**config.mk**
```make
export PLATFORM = sky130hd
export DESIGN_NAME = reg_rename_file
export DESIGN_NICKNAME = d
export VERILOG_FILES = /design/src/rtl/reg_rename_file.sv
export SDC_FILE = /design/constraint.sdc
export NUM_CORES = 2
export LEC_CHECK = 0
export CAP_MARGIN = 10
export CORE_MARGIN = 1.5
export CORE_UTILIZATION = 29
export DETAILED_ROUTE_END_ITERATION = 8
export SLEW_MARGIN = 15
export SYNTH_ARGS = -nofsm -noshare
export SYNTH_HDL_FRONTEND = slang
export SYNTH_SLANG_ARGS = --single-unit
export TNS_END_PERCENT = 5
```
**constraint.sdc**
```tcl
create_clock -name clk -period 26.4 [get_ports clk]
set_clock_uncertainty 0.05 [all_clocks]
set_input_delay 5.28 -clock clk [delete_from_list [all_inputs] [get_ports clk]]
set_output_delay 5.28 -clock clk [all_outputs]
set_load 0.02 [all_outputs]
```
**src/rtl/reg_rename_file.sv**
```systemverilog
// reg_rename_file
//   Architectural integer register file plus rename-tag table, sitting after
//   the reorder buffer. In-order commits write architectural values. Renames
//   bind a destination register to the ROB tail id. Two combinational source
//   lookups return (value, tag). Tag 0 means the value is ready; ROB id 0 is
//   never allocated.
//
// Ports
//   clk, rst_n          clock (rising edge), async active-low reset
//   rdy                 global enable; low freezes all state
//   rollback            mispredict flush pulse: clears every tag, drops rename
//   commit_*            ROB commit stream (valid, rd, alias, value)
//   rename_*            dispatcher rename request (valid, rd, alias)
//   rs1_id / rs2_id     lookup indices
//   rs1_* / rs2_*       lookup results (value, producer tag)
//   pending_count       registered count of registers holding a nonzero tag
module reg_rename_file #(
    parameter int XLEN  = 32,
    parameter int NREG  = 32,
    parameter int REG_W = 5,
    parameter int ROB_W = 4
) (
    input  logic             clk,
    input  logic             rst_n,
    input  logic             rdy,
    input  logic             rollback,
    input  logic             commit_valid,
    input  logic [REG_W-1:0] commit_rd,
    input  logic [ROB_W-1:0] commit_alias,
    input  logic [XLEN-1:0]  commit_value,
    input  logic             rename_valid,
    input  logic [REG_W-1:0] rename_rd,
    input  logic [ROB_W-1:0] rename_alias,
    input  logic [REG_W-1:0] rs1_id,
    input  logic [REG_W-1:0] rs2_id,
    output logic [XLEN-1:0]  rs1_value,
    output logic [ROB_W-1:0] rs1_tag,
    output logic [XLEN-1:0]  rs2_value,
    output logic [ROB_W-1:0] rs2_tag,
    output logic [REG_W:0]   pending_count
);

    logic [XLEN-1:0]  value_q [NREG];
    logic [ROB_W-1:0] tag_q   [NREG];
    logic [XLEN-1:0]  value_d [NREG];
    logic [ROB_W-1:0] tag_d   [NREG];
    logic [REG_W:0]   pending_d;

    logic commit_en;
    logic rename_en;

    assign commit_en = commit_valid && (commit_rd != '0);
    assign rename_en = rename_valid && (rename_rd != '0) && !rollback;

    // Next-state tables. Rename is applied after commit so that a same-cycle
    // commit and rename to one register leaves the new producer's tag.
    always_comb begin
        value_d = value_q;
        tag_d   = tag_q;

        if (commit_en) begin
            value_d[commit_rd] = commit_value;
            // Only the youngest producer may clear the tag; an older commit
            // must not expose a value a younger in-flight op will overwrite.
            if (tag_q[commit_rd] == commit_alias) begin
                tag_d[commit_rd] = '0;
            end
        end

        if (rollback) begin
            for (int i = 0; i < NREG; i++) begin
                tag_d[i] = '0;
            end
        end else if (rename_en) begin
            tag_d[rename_rd] = rename_alias;
        end

        value_d[0] = '0;
        tag_d[0]   = '0;
    end

    always_comb begin
        pending_d = '0;
        for (int i = 1; i < NREG; i++) begin
            if (tag_d[i] != '0) begin
                pending_d = pending_d + (REG_W+1)'(1);
            end
        end
    end

    always_ff @(posedge clk or negedge rst_n) begin
        if (!rst_n) begin
            for (int i = 0; i < NREG; i++) begin
                value_q[i] <= '0;
                tag_q[i]   <= '0;
            end
            pending_count <= '0;
        end else if (rdy) begin
            for (int i = 0; i < NREG; i++) begin
                value_q[i] <= value_d[i];
                tag_q[i]   <= tag_d[i];
            end
            pending_count <= pending_d;
        end
    end

    // Lookups see the current table plus a same-cycle commit bypass. The
    // bypass is only taken when the commit will really take effect (rdy high)
    // and it retires the register's current producer. A same-cycle rename is
    // deliberately invisible: sources are read before the rd binding.
    logic fwd1;
    logic fwd2;

    assign fwd1 = rdy && commit_en && (commit_rd == rs1_id) &&
                  (tag_q[rs1_id] == commit_alias);
    assign fwd2 = rdy && commit_en && (commit_rd == rs2_id) &&
                  (tag_q[rs2_id] == commit_alias);

    always_comb begin
        rs1_value = '0;
        rs1_tag   = '0;
        if (rs1_id != '0) begin
            if (fwd1) begin
                rs1_value = commit_value;
            end else begin
                rs1_value = value_q[rs1_id];
                rs1_tag   = tag_q[rs1_id];
            end
        end
    end

    always_comb begin
        rs2_value = '0;
        rs2_tag   = '0;
        if (rs2_id != '0) begin
            if (fwd2) begin
                rs2_value = commit_value;
            end else begin
                rs2_value = value_q[rs2_id];
                rs2_tag   = tag_q[rs2_id];
            end
        end
    end

endmodule

```
== Word level (Yosys, flattened, before mapping) ==
Cells that the tools add are included.

* $add $sub $neg: 30
* Order comparisons: 6
* Equality and inequality tests: 5
* Muxes and demuxes: 66
* Bitwise gates (word level): 6
* Reductions and logical operators: 47

{| class="wikitable"
|+ Operators by type and width
! kind !! count
|-
| $bwmux 1024 || 1
|-
| $bmux 32 s5 || 2
|-
| $mux 32 || 9
|-
| $mux 128 || 2
|-
| $mux 124 || 2
|-
| $add 6x1->6 const B || 30
|-
| $mux 6 || 30
|-
| $demux 32 s5 || 1
|-
| $and 124x128->128 || 1
|-
| $bwmux 128 || 1
|-
| $not 128->128 || 1
|-
| $reduce_bool 4->1 || 31
|-
| $bmux 4 s5 || 3
|-
| $mux 4 || 12
|-
| $demux 4 s5 || 2
|-
| $ge 6x6->1 const B || 4
|-
| $not 5->6 || 4
|-
| $reduce_bool 5->1 || 4
|-
| $eq 4x4->1 || 3
|-
| $lt 6x1->1 const B || 2
|-
| $eq 5x5->1 || 2
|-
| $logic_and 1x1->1 || 10
|-
| $reduce_and 2->1 || 1
|-
| $logic_not 1->1 || 1
|-
| $mux 1 || 1
|}

* Flip-flop bits (word level): 1122
* Input port bits: 66
* Output and inout bits: 78
* Word-level logic and storage cells: 223

== Depth between registers and ports, before layout ==
* Depth in word-level cells: 74
* Gate-level depth with buffers: 110
* Depth with buffers taken out: 106

== Worst setup path after synthesis ==
No wires, ideal clock.

* Path type: in2reg
* From: input port commit_rd[1]
* To: register pending_count[4]
* Setup time: 137 ps
* Arrival: 24867 ps
* Required time: 26213 ps
* Path slack: 1346 ps
* Stages on the path: 107
* Buffers on the path: 3
* Cell sequence: buf_4 -> buf_2 -> mux4_2 -> a211oi_2 -> nand4_2 -> xor2_4 -> nor3_4 -> buf_6 -> nand2_1 -> o21ai_0 -> o22ai_1 -> and2_1 -> ha_1 -> or3_1 -> a2111oi_0 -> a211oi_2 -> inv_1 -> ha_1 -> (+71 left out) -> mux2i_1 -> inv_1 -> ha_1 -> nor2_1 -> a21oi_1 -> ha_1 -> mux2_2 -> ha_1 -> mux2_2 -> ha_1 -> mux2_2 -> ha_1 -> nand2_1 -> o21a_1 -> o22ai_1 -> mux2i_1 -> xor2_1 -> a21oi_1

* Longest elaborated chain between the ends: 74
* Elaborated cells on any way between the ends: 111
* Those cells by class: add/sub: 30; order compare: 2; eq/ne: 1; mux: 41; bitwise: 3; reduce/logical: 34

{| class="wikitable"
|+ Ends and longest elaborated chain
! item !! line !! text
|-
| from (decl) || 28 || <nowiki>input logic [REG_W-1:0] commit_rd,</nowiki>
|-
| $not 5->6 (not written as such) || 65, 66 ||
|-
| $ge 6x6->1 (not written as such) / $lt 6x1->1 (equally long branches) || 66 || <nowiki>tag_d[commit_rd] = '0;</nowiki>
|-
| $logic_and 1x1->1 (not written as such) || 66 ||
|-
| $mux 4 (not written as such) || 66 ||
|-
| $demux 4 s5 || 66 ||
|-
| $not 128->128 (no source line) || n/a ||
|-
| $and 124x128->128 (no source line) || n/a ||
|-
| $mux 128 || 65 || <nowiki>if (tag_q[commit_rd] == commit_alias) begin</nowiki>
|-
| (+58 left out) || n/a ||
|-
| $add 6x1->6 || 86 || <nowiki>pending_d = pending_d + (REG_W+1)'(1);</nowiki>
|-
| $mux 6 || 85 || <nowiki>if (tag_d[i] != '0) begin</nowiki>
|-
| $add 6x1->6 || 86 ||
|-
| $mux 6 || 85 ||
|-
| $add 6x1->6 || 86 ||
|-
| $mux 6 || 85 ||
|-
| $add 6x1->6 || 86 ||
|-
| $mux 6 * || 85 ||
|-
| to (signal assigned) || 103 || <nowiki>pending_count <= pending_d;</nowiki>
|-
| to (decl) || 40 || <nowiki>output logic [REG_W:0] pending_count</nowiki>
|}

Mark *: on every way between the ends. The rest lies on a longest branch, timed or not. The select of a mux whose other input is x is not followed.
A chain may end at the register's enable or synchronous reset.

== Worst setup path in the final report ==
Ends and elaborated chain as after synthesis.

==> metrics.md <==
| Metric | Value |
|---|---|
| Final instance count without filler cells | `about 8000` |
| Critical path start-end classification | `in -> reg` |
| #FFs+latches synth | `1122` |
| Share of the core filled with cells in the final layout | `0.3342` |
| Highest-delay cell along the critical path | `or3_4` |
| VDD IR max | `0.00005697 V` |
| Final antenna-violating net count | `0` |
| Die width | `483.9 um` |
| Clock sinks | `around 1100` |
| Cell area after synthesis | `~0.067 mm^2` |
| DRC violation count after routing | `0` |
| Longest individual stage delay on the worst path | `0.41 ns` |
| Flip-flop and latch area | `0.02808 mm^2` |
| Final period utilization | `0.9541` |
| # placed instances | `7754` |
| Post-synthesis cell type count | `101` |
| Maximum root-to-sink buffer count | `3` |
| Area of all placed cells without fillers | `0.07683 mm^2` |
| Total iterations of the first detailed-routing run | `5` |
| Total via count after detailed routing | `45890` |
| P per Cell Area | `about 63 mW/mm^2` |
| GRT overflow | `0` |
| Most repeated cell in the gate-level netlist after synthesis | `dfrtp_1` |
| Count of pins over their slew limit | `0` |
| CP Capture Type | `register` |
| Max-cap check violation count | `0` |
| Arrival time of the worst setup path | `between 20 and 30 ns` |
| Worst setup SP type | `input pin` |
| HPWL after detailed placement | `between 100000 and 150000 um` |
| Slack of the critical path | `1.211 ns` |
| Initial antenna violation count | `17` |
| Post-route setup TNS | `0 ns` |
| Cell area after placement | `between 0.07 and 0.08 mm^2` |
| Top-area cell type share of the netlist area | `0.4187` |
| Most frequent CP cell | `ha_1` |
| Clock buffers created by TritonCTS | `133` |
| Cell class contributing the biggest share of worst-path delay | `adder cells` |
| Relative slew slack | `0.2072` |
| Hold-fix buffer count after cts | `0` |
| WL final | `226800 um` |
| Clock tree from TritonCTS | `yes` |
| Buffers & Inverters on Critical Path | `10` |
| Number of placement rows | `176` |
| Synth Net Count | `4985` |
| Area of the placeable core | `0.2299 mm^2` |
| Minimum setup slack after placement | `-0.3279 ns` |
| Critical Path Fanout Max | `26` |
| Static Leakage | `roughly 0.032 uW` |
| Number of cells produced by synthesis | `4889` |
| Cell taking the most area after synthesis | `dfrtp_1` |
| Count of warnings emitted by yosys | `0` |
| Die outline area | `roughly 0.23 mm^2` |
| Number of vias per cell after detailed routing | `5.731` |
| Average cell area after synthesis | `13.72 um^2` |
| # H-tree levels | `4` |
| Number of top-level pins | `144` |
| Final #Nets | `around 5000` |
| Clock transition at the registers of the reported paths | `0.05 ns` |
| Data required time at the worst endpoint | `26.96 ns` |
| Starting density of the core | `0.2917` |
| Max Freq | `39.70 MHz` |
| Status | `finished clean` |
| Area used by multi-input combinational logic | `0.03753 mm^2` |
| Starting DRC count in detailed routing | `4227` |
| Final-report setup violation count | `0` |
| Post-layout minimum cycle time | `around 25 ns` |
| Post-synth EDFFs | `0` |
| Proportion of layout cells with a drive suffix above 1 | `0.4481` |
| Global-route usage over all layers | `0.1901` |
| Hold Vio Cnt, Final | `0` |
| Clock tree root driver cell | `clkbuf_16` |
| Register area share after synthesis | `0.4187` |
| Final GP Congestion | `0.9631` |
| Biggest area contributors in the synthesized netlist | `dfrtp_1 (42%), mux4_2 (22%), mux2_2 (18%)` |
| Top cell types by occurrence after synthesis | `dfrtp_1 (1122), mux2_2 (1075), mux4_2 (656), clkbuf_1 (345), nand2_1 (307)` |
| HP Class | `reg -> reg` |
| Layout-stage area growth over the synthesis result | `14.58%` |
| Wire length of the first global-routing pass | `approximately 330000 um` |
| Count of input and output buffers | `143` |
| Later-pin clock latency in the skew report | `0.79 ns` |
| Proportion of synthesized flip-flops having asynchronous set or reset | `1.000` |
| Filler cell count | `22420` |
| Maximum number of pins on one net before global-route repair | `approximately 120` |
| Transition time of the tightest slew-check pin | `1.186 ns` |
| Average routed wire per standard cell | `28.32 um` |
| Die boundary height | `483.9 um` |
| Top flip-flop cell by instance count after synthesis | `dfrtp_1` |
| Number of global-route vias before repair | `46620` |
layout make-up:
type,count,area share
clock inverters,46,0.009933
well taps,3026,0.04928
clock buffers,191,0.04955
flip-flops and latches,1122,0.3654
inverters,33,0.001612
repair buffers,303,0.03574
diodes,2,0.00006514
multi-input cells,3284,0.4884
where the power goes:
part / switching, uW / internal, uW
clock network: 785 / 1130
logic: 398 / 496
registers: 146 / 1930
total: 1330 / 3550
path summary, 6_finish.rpt:
kind,start,to,slack (ns),cells past startpoint
min reg2reg,pending_count[5],pending_count[5],0.47,1
min in group asynchronous,rst_n,value_q[176],4.48,1
max in group asynchronous,rst_n,tag_q[83],17.18,6
min,pending_count[5],pending_count[5],0.47,1
max reg2reg,tag_q[42],pending_count[4],5.58,106
max,commit_rd[1],pending_count[4],1.21,108
flip-flops by register name, summed over array words and instances, names as in the netlist:
register       cells
pending_count      6
tag_q            124
value_q          992
stage by stage:
stage | power [uW] | hold slack, ns
floorplan | 2679 | 0.4402
global placement | 2949 | 0.4496
detailed placement | 2988 | 0.4603
CTS | 4907 | 0.4737
global route | 5074 | 0.4791
finish | 4875 | 0.4661
worst register-to-register path: cells and delay by family, from the launching register on:
family	cells	cell delay, ns
multiplexers	9	2.63
XOR/XNOR	2	0.38
flip-flops	1	0.48
AO/OA/AOI/OAI	29	3.79
adder cells (fa/ha/maj)	29	8.51
buffers and inverters	8	0.58
AND/OR/NAND/NOR	29	4.26
per-layer routing:
| layer | global-route usage | wire (um) |
|---|---|---|
| met1 | 0.2527 | 94530 |
| met2 | 0.3041 | 106300 |
| met3 | 0.03538 | 15840 |
| met4 | 0.07852 | 10040 |
| met5 | 0 | 58 |
what timing repair did:
action                     CTS  global route
setup endpoints to repair    0             5
gates resized for setup      0            54
buffers inserted             0            11
cells in the final DEF, fill, tap and decap left out, types with 9 or more instances in the layout:
cell / synthesis / routed
nand2_1: 307 / 304
nand4_1: 20 / 20
clkbuf_8: 0 / 24
clkbuf_1: 345 / 33
nand3b_1: 11 / 11
o21ai_0: 209 / 201
nor4_1: 36 / 32
or4_1: 10 / 10
nor3_1: 40 / 40
a21oi_1: 47 / 44
a31oi_1: 14 / 14
o211ai_1: 10 / 10
mux4_2: 656 / 656
or3_1: 13 / 12
clkdlybuf4s50_1: 0 / 122
clkinv_2: 0 / 14
and3_1: 11 / 11
nor2_4: 0 / 25
nand2b_1: 15 / 14
dfrtp_1: 1122 / 1122
nand3_1: 39 / 39
buf_4: 8 / 154
xor2_1: 40 / 40
o22ai_1: 16 / 13
mux2_2: 1075 / 1075
nor2b_1: 14 / 9
a22o_1: 100 / 100
bufinv_16: 0 / 11
and2_1: 16 / 16
mux2i_1: 128 / 127
nor2_1: 164 / 137
clkbuf_16: 0 / 137
inv_1: 33 / 33
xnor2_2: 9 / 9
xnor2_1: 67 / 67
ha_1: 30 / 29
o31ai_1: 30 / 29
logic make-up (layout without fill, tap and decap cells):
logic type | after synthesis | after routing | share of synthesized area
muxes | 1861 | 1861 | 0.4204
AOI/OAI and AO/OA | 507 | 507 | 0.05015
buffers and inverters | 483 | 573 | 0.02817
and+or+nand+nor | 745 | 745 | 0.05282
adders and majority gates | 33 | 33 | 0.006064
DFF | 1122 | 1122 | 0.4187
xor gates and xnor gates | 138 | 138 | 0.02371
other | 0 | 2 | 0
Note: power is estimated with default switching activity, not from simulation.
